### src/rtl/dsp_result_drain_pkg.sv
// Shared configuration and types for the dsp result drain.
//
// Purpose:
//   Provides the shared dsp configuration used by both the issuer and the
//   drain, so both sides agree on data widths, pipeline latency and the
//   depth of the result buffer. Each setting can be overridden from the
//   build command line.
//     `DATASIZE            width of the dsp A/B/C inputs
//     `OUTPUT_BUF_DATASIZE width of the dsp P output / output-buffer word
//     `DSP_LAT             register stages from dsp input to P
//     `DRAIN_DEPTH         result FIFO entries in the drain
//
//   Also provides the word type and the saturation helper that is used when
//   the drain is built with DRAIN_SAT_EN.
//
// Ports: none (package).

`ifndef DATASIZE
`define DATASIZE 16
`endif

`ifndef OUTPUT_BUF_DATASIZE
`define OUTPUT_BUF_DATASIZE 32
`endif

`ifndef DSP_LAT
`define DSP_LAT 4
`endif

`ifndef DRAIN_DEPTH
`define DRAIN_DEPTH 8
`endif

package dsp_result_drain_pkg;

  localparam int DSP_IN_W            = `DATASIZE;
  localparam int DRAIN_DATA_W        = `OUTPUT_BUF_DATASIZE;
  localparam int DSP_LAT_DEFAULT     = `DSP_LAT;
  localparam int DRAIN_DEPTH_DEFAULT = `DRAIN_DEPTH;

  typedef logic [DRAIN_DATA_W-1:0] drain_word_t;

  // Clamp a result into DRAIN_DATA_W-1 bits so that it remains a legal
  // (non-negative when viewed as signed) dsp C input when results are chained.
  function automatic drain_word_t drain_saturate(input drain_word_t p);
    drain_word_t sat_max;
    sat_max = {1'b0, {(DRAIN_DATA_W-1){1'b1}}};
    return p[DRAIN_DATA_W-1] ? sat_max : p;
  endfunction

endpackage

### src/rtl/drain_fifo.sv
// Parameterised synchronous show-ahead FIFO.
//
// Purpose:
//   Small result buffer. The head entry is always visible on 'head', so a
//   consumer can read data and pop in the same cycle. A write and a read
//   in the same cycle leave the occupancy unchanged and preserve order.
//   A write into an empty FIFO becomes visible the cycle after the write
//   edge (no write-to-read bypass).
//
// Ports:
//   clk        in   clock, rising edge
//   rst_n      in   asynchronous active-low reset (pointers and storage cleared)
//   push       in   write push_data this cycle
//   push_data  in   WIDTH-bit data to write
//   pop        in   drop the head entry this cycle
//   empty      out  no entries stored
//   head       out  oldest entry (storage contents when empty)
//   count      out  current occupancy, 0..DEPTH
//
// Parameters:
//   WIDTH  data width
//   DEPTH  number of entries, power of two, at least 2

module drain_fifo #(
  parameter int WIDTH = 32,
  parameter int DEPTH = 8
) (
  input  logic                       clk,
  input  logic                       rst_n,
  input  logic                       push,
  input  logic [WIDTH-1:0]           push_data,
  input  logic                       pop,
  output logic                       empty,
  output logic [WIDTH-1:0]           head,
  output logic [$clog2(DEPTH):0]     count
);

  localparam int AW = $clog2(DEPTH);
  localparam logic [AW:0] FULL_CNT = (AW+1)'(DEPTH);

  logic [WIDTH-1:0] mem [DEPTH];
  logic [AW:0]      wr_ptr;
  logic [AW:0]      rd_ptr;
  logic             full;
  logic             do_push;
  logic             do_pop;

  // Pointers carry one extra wrap bit, so full and empty are told apart
  // by the difference alone.
  assign count = wr_ptr - rd_ptr;
  assign empty = (count == '0);
  assign full  = (count == FULL_CNT);

  // Writes into a full FIFO and reads from an empty one are ignored, which
  // keeps the pointers consistent even if a user breaks the protocol.
  assign do_push = push & ~full;
  assign do_pop  = pop & ~empty;

  assign head = mem[rd_ptr[AW-1:0]];

  always_ff @(posedge clk or negedge rst_n) begin
    if (!rst_n) begin
      wr_ptr <= '0;
      rd_ptr <= '0;
      for (int i = 0; i < DEPTH; i++) begin
        mem[i] <= '0;
      end
    end else begin
      if (do_push) begin
        mem[wr_ptr[AW-1:0]] <= push_data;
        wr_ptr              <= wr_ptr + 1'b1;
      end
      if (do_pop) begin
        rd_ptr <= rd_ptr + 1'b1;
      end
    end
  end

endmodule

### src/rtl/dsp_result_drain.sv
// Consumer end of the dsp MAC interface.
//
// Purpose:
//   Tracks every MAC accepted by the dsp through its fixed pipeline latency,
//   captures the matching P into a small FIFO and streams the results to the
//   output-buffer writer with a valid/ready handshake and an auto-incrementing
//   word address. Credit-based backpressure on issue_ready ensures that
//   a captured P always finds room in the FIFO.
//
// Build option:
//   DRAIN_SAT_EN  when defined, each captured P is saturated to
//                 OUTPUT_BUF_DATASIZE-1 bits and 'ovf' records (sticky) that a
//                 saturation happened. When undefined, P is stored unchanged
//                 and 'ovf' is tied low.
//
// Ports:
//   clk          in   clock, rising edge
//   rst_n        in   asynchronous active-low reset
//   issue_valid  in   issuer presents a MAC to the dsp this cycle
//   issue_ready  out  one more result can be accepted
//   p_in         in   dsp P output
//   out_valid    out  out_data/out_addr valid
//   out_ready    in   output-buffer writer accepts
//   out_data     out  result word (FIFO head)
//   out_addr     out  output-buffer word address
//   done         out  one-cycle pulse after the handshake of word NUM_WORDS-1
//   ovf          out  sticky saturation flag
//
// Parameters:
//   LAT        dsp register stages from input to P
//   DEPTH      result FIFO entries (power of two, at least 2)
//   NUM_WORDS  words per frame; out_addr wraps after NUM_WORDS-1
//   ADDR_W     out_addr width, 2**ADDR_W >= NUM_WORDS

module dsp_result_drain
  import dsp_result_drain_pkg::*;
#(
  parameter int LAT       = DSP_LAT_DEFAULT,
  parameter int DEPTH     = DRAIN_DEPTH_DEFAULT,
  parameter int NUM_WORDS = 16,
  parameter int ADDR_W    = 8
) (
  input  logic                    clk,
  input  logic                    rst_n,
  input  logic                    issue_valid,
  output logic                    issue_ready,
  input  logic [DRAIN_DATA_W-1:0] p_in,
  output logic                    out_valid,
  input  logic                    out_ready,
  output logic [DRAIN_DATA_W-1:0] out_data,
  output logic [ADDR_W-1:0]       out_addr,
  output logic                    done,
  output logic                    ovf
);

  localparam int FAW = $clog2(DEPTH);
  localparam int CW  = $clog2(DEPTH + LAT + 1) + 1;
  localparam logic [ADDR_W-1:0] LAST_ADDR = ADDR_W'(NUM_WORDS - 1);

  logic [LAT-1:0]          inflight;
  logic                    accept;
  logic                    push;
  logic                    pop;
  logic                    fifo_empty;
  logic [FAW:0]            fifo_count;
  logic [CW-1:0]           inflight_cnt;
  logic [CW-1:0]           credit;
  logic [DRAIN_DATA_W-1:0] push_data;

  assign accept    = issue_valid & issue_ready;
  assign push      = inflight[LAT-1];
  assign out_valid = ~fifo_empty;
  assign pop       = out_valid & out_ready;

  // One bit per dsp stage: bit 0 is loaded on the edge where the dsp samples
  // A/B/C, so the top bit is set exactly while P for that MAC is on p_in and
  // gets captured on the following edge.
  always_ff @(posedge clk or negedge rst_n) begin
    if (!rst_n) begin
      inflight <= '0;
    end else begin
      inflight <= (inflight << 1) | LAT'(accept);
    end
  end

  always_comb begin
    inflight_cnt = '0;
    for (int i = 0; i < LAT; i++) begin
      inflight_cnt = inflight_cnt + CW'(inflight[i]);
    end
  end

  // Every accepted MAC holds a credit from issue until its result is popped.
  // Only registered state feeds this, so a pop frees its credit from the
  // next cycle, and the FIFO can never be full when a capture arrives.
  assign credit      = CW'(fifo_count) + inflight_cnt;
  assign issue_ready = (credit < CW'(DEPTH));

`ifdef DRAIN_SAT_EN
  logic ovf_q;

  assign push_data = drain_saturate(p_in);

  always_ff @(posedge clk or negedge rst_n) begin
    if (!rst_n) begin
      ovf_q <= 1'b0;
    end else if (push && p_in[DRAIN_DATA_W-1]) begin
      ovf_q <= 1'b1;
    end
  end

  assign ovf = ovf_q;
`else
  assign push_data = p_in;
  assign ovf       = 1'b0;
`endif

  drain_fifo #(
    .WIDTH (DRAIN_DATA_W),
    .DEPTH (DEPTH)
  ) u_fifo (
    .clk       (clk),
    .rst_n     (rst_n),
    .push      (push),
    .push_data (push_data),
    .pop       (pop),
    .empty     (fifo_empty),
    .head      (out_data),
    .count     (fifo_count)
  );

  // The address advances on each handshake and wraps after the last word of
  // the frame; done marks the cycle that follows the last word's handshake.
  always_ff @(posedge clk or negedge rst_n) begin
    if (!rst_n) begin
      out_addr <= '0;
      done     <= 1'b0;
    end else begin
      done <= pop && (out_addr == LAST_ADDR);
      if (pop) begin
        out_addr <= (out_addr == LAST_ADDR) ? '0 : out_addr + 1'b1;
      end
    end
  end

endmodule

### config.mk
export PLATFORM = sky130hd
export DESIGN_NAME = dsp_result_drain
export DESIGN_NICKNAME = d
export VERILOG_FILES = /design/src/rtl/dsp_result_drain_pkg.sv /design/src/rtl/drain_fifo.sv /design/src/rtl/dsp_result_drain.sv
export SDC_FILE = /design/constraint.sdc
export NUM_CORES = 1
export LEC_CHECK = 0
export BUFFER_PORTS_ARGS = -buffer_cell sky130_fd_sc_hd__buf_2
export CAP_MARGIN = 5
export CORE_MARGIN = 5
export CORE_UTILIZATION = 32
export DETAILED_ROUTE_END_ITERATION = 6
export PLACE_DENSITY = 0.45
export SLEW_MARGIN = 20
export SYNTH_ARGS = -nofsm -noshare
export SYNTH_HDL_FRONTEND = slang
export SYNTH_SLANG_ARGS = --single-unit
### constraint.sdc
create_clock -name clk -period 3.5 [get_ports clk]
set_input_delay 0.35 -clock clk [delete_from_list [all_inputs] [get_ports clk]]
set_output_delay 0.35 -clock clk [all_outputs]
set_load 0.05 [all_outputs]
==> impl_metrics.env, run 1 <==
export IMPL_grt_usage=0.142
export IMPL_num_fill_cells=3755
export IMPL_die_area_mm2=0.0436
export IMPL_layout_cell_area_non_filler_mm2=0.0148
export IMPL_antenna_diode_count=0
export IMPL_power_density_mw_per_mm2=1100
export IMPL_yosysUniqueCellTypes=40
export IMPL_clock_latency_ns=0.50
export IMPL_status="completed"
export IMPL_clock_buffer_count_from_cts=34
export IMPL_met3_length_um=979
export IMPL_post_route_period_util=0.858
export IMPL_cts_max_path_buffers=3
export IMPL_ys_warnings_count=0
export IMPL_initial_core_util=0.325
export IMPL_slew_headroom=0.537
export IMPL_cp_arrival_ns=3.39
export IMPL_detail_route_wl_per_cell_um=20.5
export IMPL_clock_tree_root_cell="clkbuf_16"
export IMPL_crit_path_max_fanout=32
export IMPL_synthesis_area_per_instance_um2=15.1
export IMPL_final_nets=973
export IMPL_row_count=72
export IMPL_syn_instance_count=837
export IMPL_layout_drive_gt1_share=0.501
export IMPL_clock_tree_from_tritoncts="done"
export IMPL_antenna_found_initial=1
export IMPL_worstSetupPathType="reg2reg"
export IMPL_leakage_component_of_the_power_nw=6.59
export IMPL_timing_critical_path_from_type="register"
export IMPL_vdd_ir_drop_worst_mv=0.611
export IMPL_setup_worst_path_end_class="register"
export IMPL_overflow=0
export IMPL_finalMaxSlewViolations=0
export IMPL_first_iteration_detailed_routing_drc_count=292
export IMPL_synth_cell_area_mm2=0.0126
export IMPL_postSynthRegisterBits=277
export IMPL_synth_edff_count=0
export IMPL_dpl_hpwl_mm=17.1
export IMPL_floorplan_core_area_mm2=0.0389
export IMPL_timing_setup_tns_ns=0
export IMPL_dr_max_layer_used="met5"
export IMPL_portBuffers=78
export IMPL_clock_sinks=277
export IMPL_postSynthNetCount=883
export IMPL_first_pass_iters=4
export IMPL_num_vias=7118
export IMPL_cts_hold_fix_buffers=1
export IMPL_cap_violations=0
export IMPL_hold_viol_final=0
export IMPL_grt_first_pass_wirelength_mm=48.9
export IMPL_ys_seq_area_frac=0.548
export IMPL_drt_drc_violations_left=0
export IMPL_postSynth_topFlopCell="dfrtp_1"
export IMPL_finalWirelength_mm=30.1
export IMPL_antenna_left=0
export IMPL_highest_clock_rate_mhz=333
export IMPL_grt_start_max_net_pins=80
export IMPL_timing_worst_slew_pin_value_ns=0.695
export IMPL_holdCritPathClass="in2reg"
export IMPL_cts_resized=0
export IMPL_final_min_clock_period_ns=3.00
export IMPL_syn_to_final_growth_pct=17.2
export IMPL_skew_ns=0.00746
export IMPL_m1WireLength_mm=14.3
export IMPL_setup_violations_final=0
export IMPL_unrepaired_setup_endpoints_after_global_routing="no"
export IMPL_cp_required_ns=3.88
export IMPL_die_width_um=209
export IMPL_layout_core_utilization=0.381
export IMPL_clkTransAtPathRegs_ns=0.06
export IMPL_placedInstanceArea_mm2=0.0137
export IMPL_route_met2_wl_mm=14.3
export IMPL_grt_pass1_vias=7910
export IMPL_finalWeightedCongestion=0.718
export IMPL_post_cts_setup_buffer_count=0
export IMPL_boundaryPins=80
export IMPL_fp_dieH_um=209
export IMPL_vias_per_cell=4.85
export IMPL_cts_htree_levels=2
export IMPL_async_flop_share=1.00
==> final timing paths <==
path	end	slack [ns]	from	cells past startpoint
setup / recovery	u_fifo.mem[35]$_DFFE_PN0P_	0.50	u_fifo.rd_ptr[0]$_DFFE_PN0P_	8
hold / removal	inflight[0]$_DFF_PN0_	0.05	issue_valid	2
setup reg to reg	u_fifo.mem[35]$_DFFE_PN0P_	0.50	u_fifo.rd_ptr[0]$_DFFE_PN0P_	8
hold reg to reg	inflight[3]$_DFF_PN0_	0.39	inflight[2]$_DFF_PN0_	0
max in group asynchronous	u_fifo.mem[212]$_DFFE_PN0P_	2.23	rst_n	3
min in group asynchronous	out_addr[3]$_DFFE_PN0P_	0.44	rst_n	2
==> cells by family after synthesis <==
| logic type | after synthesis | synth area share |
|---|---|---|
| AOI/OAI and AO/OA | 16 | 0.00811 |
| xor gates and xnor gates | 12 | 0.00831 |
| DFF | 277 | 0.548 |
| and+or+nand+nor | 138 | 0.0514 |
| adders and majority gates | 10 | 0.0111 |
| muxes | 323 | 0.345 |
| other | 1 | 0.000297 |
| buffers and inverters | 60 | 0.0281 |
==> routing by layer <==
| metal | global-route usage | vias up |
|---|---|---|
| li1 | - | 3209 |
| met1 | 0.200 | 3770 |
| met2 | 0.230 | 95 |
| met3 | 0.0253 | 42 |
| met4 | 0.0313 | 2 |
| met5 | 0 | - |
==> critical path, cell delays in order, from the launching register on <==
cell	delay, ns
dfrtp_4	0.49
ha_1	0.24
fa_1	0.38
xor2_1	0.18
and3_1	0.22
and3_1	0.31
nor4b_4	0.36
buf_12	0.30
mux2_2	0.37
==> cell usage after synthesis, drive strengths merged (2+ instances only) <==
master  count  area share
ha          8      0.0079
a21oi       2     0.00079
nand3       9      0.0036
xor2        6      0.0042
mux4       64        0.11
buf        39       0.022
and3        4      0.0020
nand2     102       0.030
nor2        5      0.0015
nor4        2      0.0034
a21o        3      0.0018
fa          2      0.0032
o21ai       5      0.0020
mux2      259        0.23
xnor2       6      0.0042
o31ai       3      0.0018
nor2b       2     0.00099
inv         8      0.0024
nand2b      2     0.00099
dfrtp     277        0.55
nor3        4      0.0025
clkbuf     12      0.0036
==> cell usage in the layout, fill, tap and decap left out, types with 3 or more instances in the layout <==
master and count:
dfrtp_1 274, mux2_2 248, nand2_1 102, buf_2 77, mux4_2 64, clkbuf_16 37
buf_4 17, mux2_1 11, clkbuf_1 10, buf_12 9, inv_1 8, nand3_1 8
ha_1 8, clkbuf_8 8, xor2_1 6, xnor2_1 6, o21ai_0 5, nor2_1 5
and3_1 4, a21o_1 3, nor3_1 3, o31ai_1 3
==> state kept, by name, indices dropped and copies added, names as in the netlist <==
register,flops
inflight,4
done,1
u_fifo.rd_ptr,4
u_fifo.wr_ptr,4
u_fifo.mem,256
out_addr,8
==> metrics by stage <==
step	hold slack (ns)	power (W)	setup slack (ns)	cells
after floorplan	0.0544	0.0111	0.378	837
after global placement	0.376	0.0129	0.527	1408
after detailed placement	0.374	0.0130	0.500	1408
after CTS	0.0234	0.0166	0.476	1467
after global routing	0.0279	0.0173	0.366	1467
final	0.0538	0.0162	0.496	1467
==> report_power, final <==
group          internal (W)  total [W]  switching [W]  leakage [nW]
sequential          0.00470    0.00546       0.000762          3.41
combinational       0.00316    0.00729        0.00413          2.63
clock               0.00216    0.00349        0.00133         0.547
total                0.0100     0.0162        0.00622          6.59
==> area by class of cell <==
cell class | instances | area, um2 | area share
Sequential cell | 277 | 6940 | 0.468
Multi-Input combinational cell | 500 | 5370 | 0.362
Clock buffer | 55 | 1070 | 0.0724
Timing Repair Buffer | 105 | 718 | 0.0484
Tap cell | 518 | 648 | 0.0437
Clock inverter | 3 | 40.0 | 0.00270
Inverter | 9 | 33.8 | 0.00228
Note: power is estimated with default switching activity, not from simulation.
==> run 2: changes to the inputs <==
--- a/config.mk
+++ b/config.mk
@@ -9,8 +9,10 @@
 export CAP_MARGIN = 5
 export CORE_MARGIN = 5
 export CORE_UTILIZATION = 32
+export CTS_BUF_LIST = sky130_fd_sc_hd__clkbuf_16
 export DETAILED_ROUTE_END_ITERATION = 6
 export PLACE_DENSITY = 0.45
+export REMOVE_ABC_BUFFERS = 1
 export SLEW_MARGIN = 20
 export SYNTH_ARGS = -nofsm -noshare
 export SYNTH_HDL_FRONTEND = slang
==> impl_metrics.env, run 2 (synthesized netlist as in run 1, its figures left out) <==
export IMPL_status="completed"
export IMPL_unrepaired_setup_endpoints_after_global_routing="no"
export IMPL_highest_clock_rate_mhz=324
export IMPL_mostFrequentLayoutCell="dfrtp_1"
export IMPL_clock_tree_root_cell="clkbuf_16"
export IMPL_first_iteration_detailed_routing_drc_count=230
export IMPL_cp_required_ns=3.94
export IMPL_antenna_found_initial=0
export IMPL_reg2reg_from="u_fifo.rd_ptr[0]$_DFFE_PN0P_"
export IMPL_drt_drc_violations_left=0
export IMPL_floorplan_core_area_mm2=0.0389
export IMPL_worstSetupPathType="reg2reg"
export IMPL_syn_to_final_growth_pct=16.3
export IMPL_clock_latency_ns=0.56
export IMPL_layout_cells_most_common_list="274 x dfrtp_1, 248 x mux2_2, 102 x nand2_1, 77 x buf_2, 64 x mux4_2"
export IMPL_cts_max_path_buffers=3
export IMPL_finalWeightedCongestion=0.681
export IMPL_placedInstanceArea_mm2=0.0137
export IMPL_clock_sinks=277
export IMPL_post_route_period_util=0.881
export IMPL_clock_tree_from_tritoncts="done"
export IMPL_boundaryPins=80
export IMPL_critical_path_startpoint="u_fifo.rd_ptr[0]$_DFFE_PN0P_"
export IMPL_crit_path_max_fanout=23
export IMPL_timing_worst_slew_pin_value_ns=0.805
export IMPL_initial_core_util=0.325
export IMPL_vias_per_cell=4.85
export IMPL_grt_start_max_net_pins=98
export IMPL_dpl_hpwl_mm=17.4
export IMPL_fp_dieH_um=209
export IMPL_final_min_clock_period_ns=3.08
export IMPL_hold_start="p_in[18]"
export IMPL_portBuffers=78
export IMPL_leakage_component_of_the_power_nw=6.55
export IMPL_detail_route_wl_per_cell_um=20.2
export IMPL_overflow=0
export IMPL_setup_violations_final=0
export IMPL_finalWirelength_mm=29.6
export IMPL_setup_worst_path_end_class="register"
export IMPL_layout_core_utilization=0.378
export IMPL_vdd_ir_drop_worst_mv=0.548
export IMPL_antenna_left=0
export IMPL_layout_cell_area_non_filler_mm2=0.0147
export IMPL_hold_viol_final=0
export IMPL_timing_critical_path_from_type="register"
export IMPL_clkTransAtPathRegs_ns=0.06
export IMPL_antenna_diode_count=0
export IMPL_first_pass_iters=4
export IMPL_grt_usage=0.137
export IMPL_die_area_mm2=0.0436
export IMPL_clock_buffer_count_from_cts=31
export IMPL_largest_register="u_fifo.mem"
export IMPL_row_count=72
export IMPL_cap_violations=0
export IMPL_cp_arrival_ns=3.52
export IMPL_finalMaxSlewViolations=0
export IMPL_post_cts_setup_buffer_count=0
export IMPL_die_width_um=209
export IMPL_holdCritPathClass="in2reg"
export IMPL_top_regs="u_fifo.mem: 256 flops, out_addr: 8 flops"
export IMPL_grt_first_pass_wirelength_mm=47.8
export IMPL_cts_resized=0
export IMPL_largest_register_ff_count=256
export IMPL_layout_drive_gt1_share=0.499
export IMPL_num_vias=7116
export IMPL_power_density_mw_per_mm2=1080
export IMPL_cts_htree_levels=1
export IMPL_skew_ns=0.00703
export IMPL_final_nets=975
export IMPL_slew_headroom=0.464
export IMPL_grt_pass1_vias=7785
## run 2: cell count changes in the layout (fill, tap and decap cells not counted)
cell	delta
clkinv_2	+4
buf_4	+4
clkbuf_16	-6
clkinv_4	+1
clkinv_1	+3
inv_1	+7
clkbuf_1	-10
dlygate4sd3_1	+1
clkinvlp_4	+2
bufinv_16	+2
clkbuf_8	-8
## run 2: through the flow
stage	std cells	hold WS, ns	setup slack (ns)	power (W)	TNS, ns
finish	1467	0.121	0.415	0.0159	0
floorplan	786	0.0544	-2.38	0.0111	-565.11
global placement	1412	0.367	0.448	0.0129	0
detailed placement	1412	0.389	0.405	0.0130	0
global route	1467	0.122	0.282	0.0169	0
CTS	1467	0.0860	0.373	0.0162	0
## run 2: final timing paths
| path | to | slack, ns | depth (start not counted) |
|---|---|---|---|
| min in group asynchronous | done$_DFF_PN0_ | 0.43 | 2 |
| max | u_fifo.mem[37]$_DFFE_PN0P_ | 0.42 | 8 |
| min | u_fifo.mem[18]$_DFFE_PN0P_ | 0.12 | 2 |
| max in group asynchronous | u_fifo.mem[233]$_DFFE_PN0P_ | 2.16 | 4 |
| max reg2reg | u_fifo.mem[37]$_DFFE_PN0P_ | 0.42 | 8 |
| min reg2reg | inflight[3]$_DFF_PN0_ | 0.39 | 0 |
## run 2: repair_timing
| item | 4_1_cts | 5_1_grt |
|---|---|---|
| hold buffers | 2 | 0 |
| endpoints found under the hold margin | 91 | 0 |
| endpoints found under the setup margin | 0 | 0 |
## run 2: where the power goes
group          switching (W)  total, W  internal, W
logic                0.00411   0.00728      0.00317
registers           0.000771   0.00547      0.00469
clock network        0.00132   0.00313      0.00181
## run 2: routing by layer
metal  up-vias  routed length (um)  GRT usage
met2        80               14400      0.227
li1       3223                   -          -
met5         -                   0          0
met3        38                 859     0.0216
met1      3775               13800      0.193
met4         0                 534     0.0275
## run 2: worst max-delay path, stage by stage, from the launching register on
cell and delay, ns:
dfrtp_4 0.49, ha_1 0.24, fa_1 0.38, xor2_1 0.18
and3_1 0.23, and3_1 0.32, nor4b_4 0.33, buf_4 0.40
mux2_2 0.38
## run 2: cell type report
type	instances	area, um2
Clock buffer	31	776
Clock inverter	22	181
Fill cell	3796	24200
Inverter	9	33.8
Multi-Input combinational cell	500	5370
Sequential cell	277	6940
Tap cell	518	648
Timing Repair Buffer	110	758
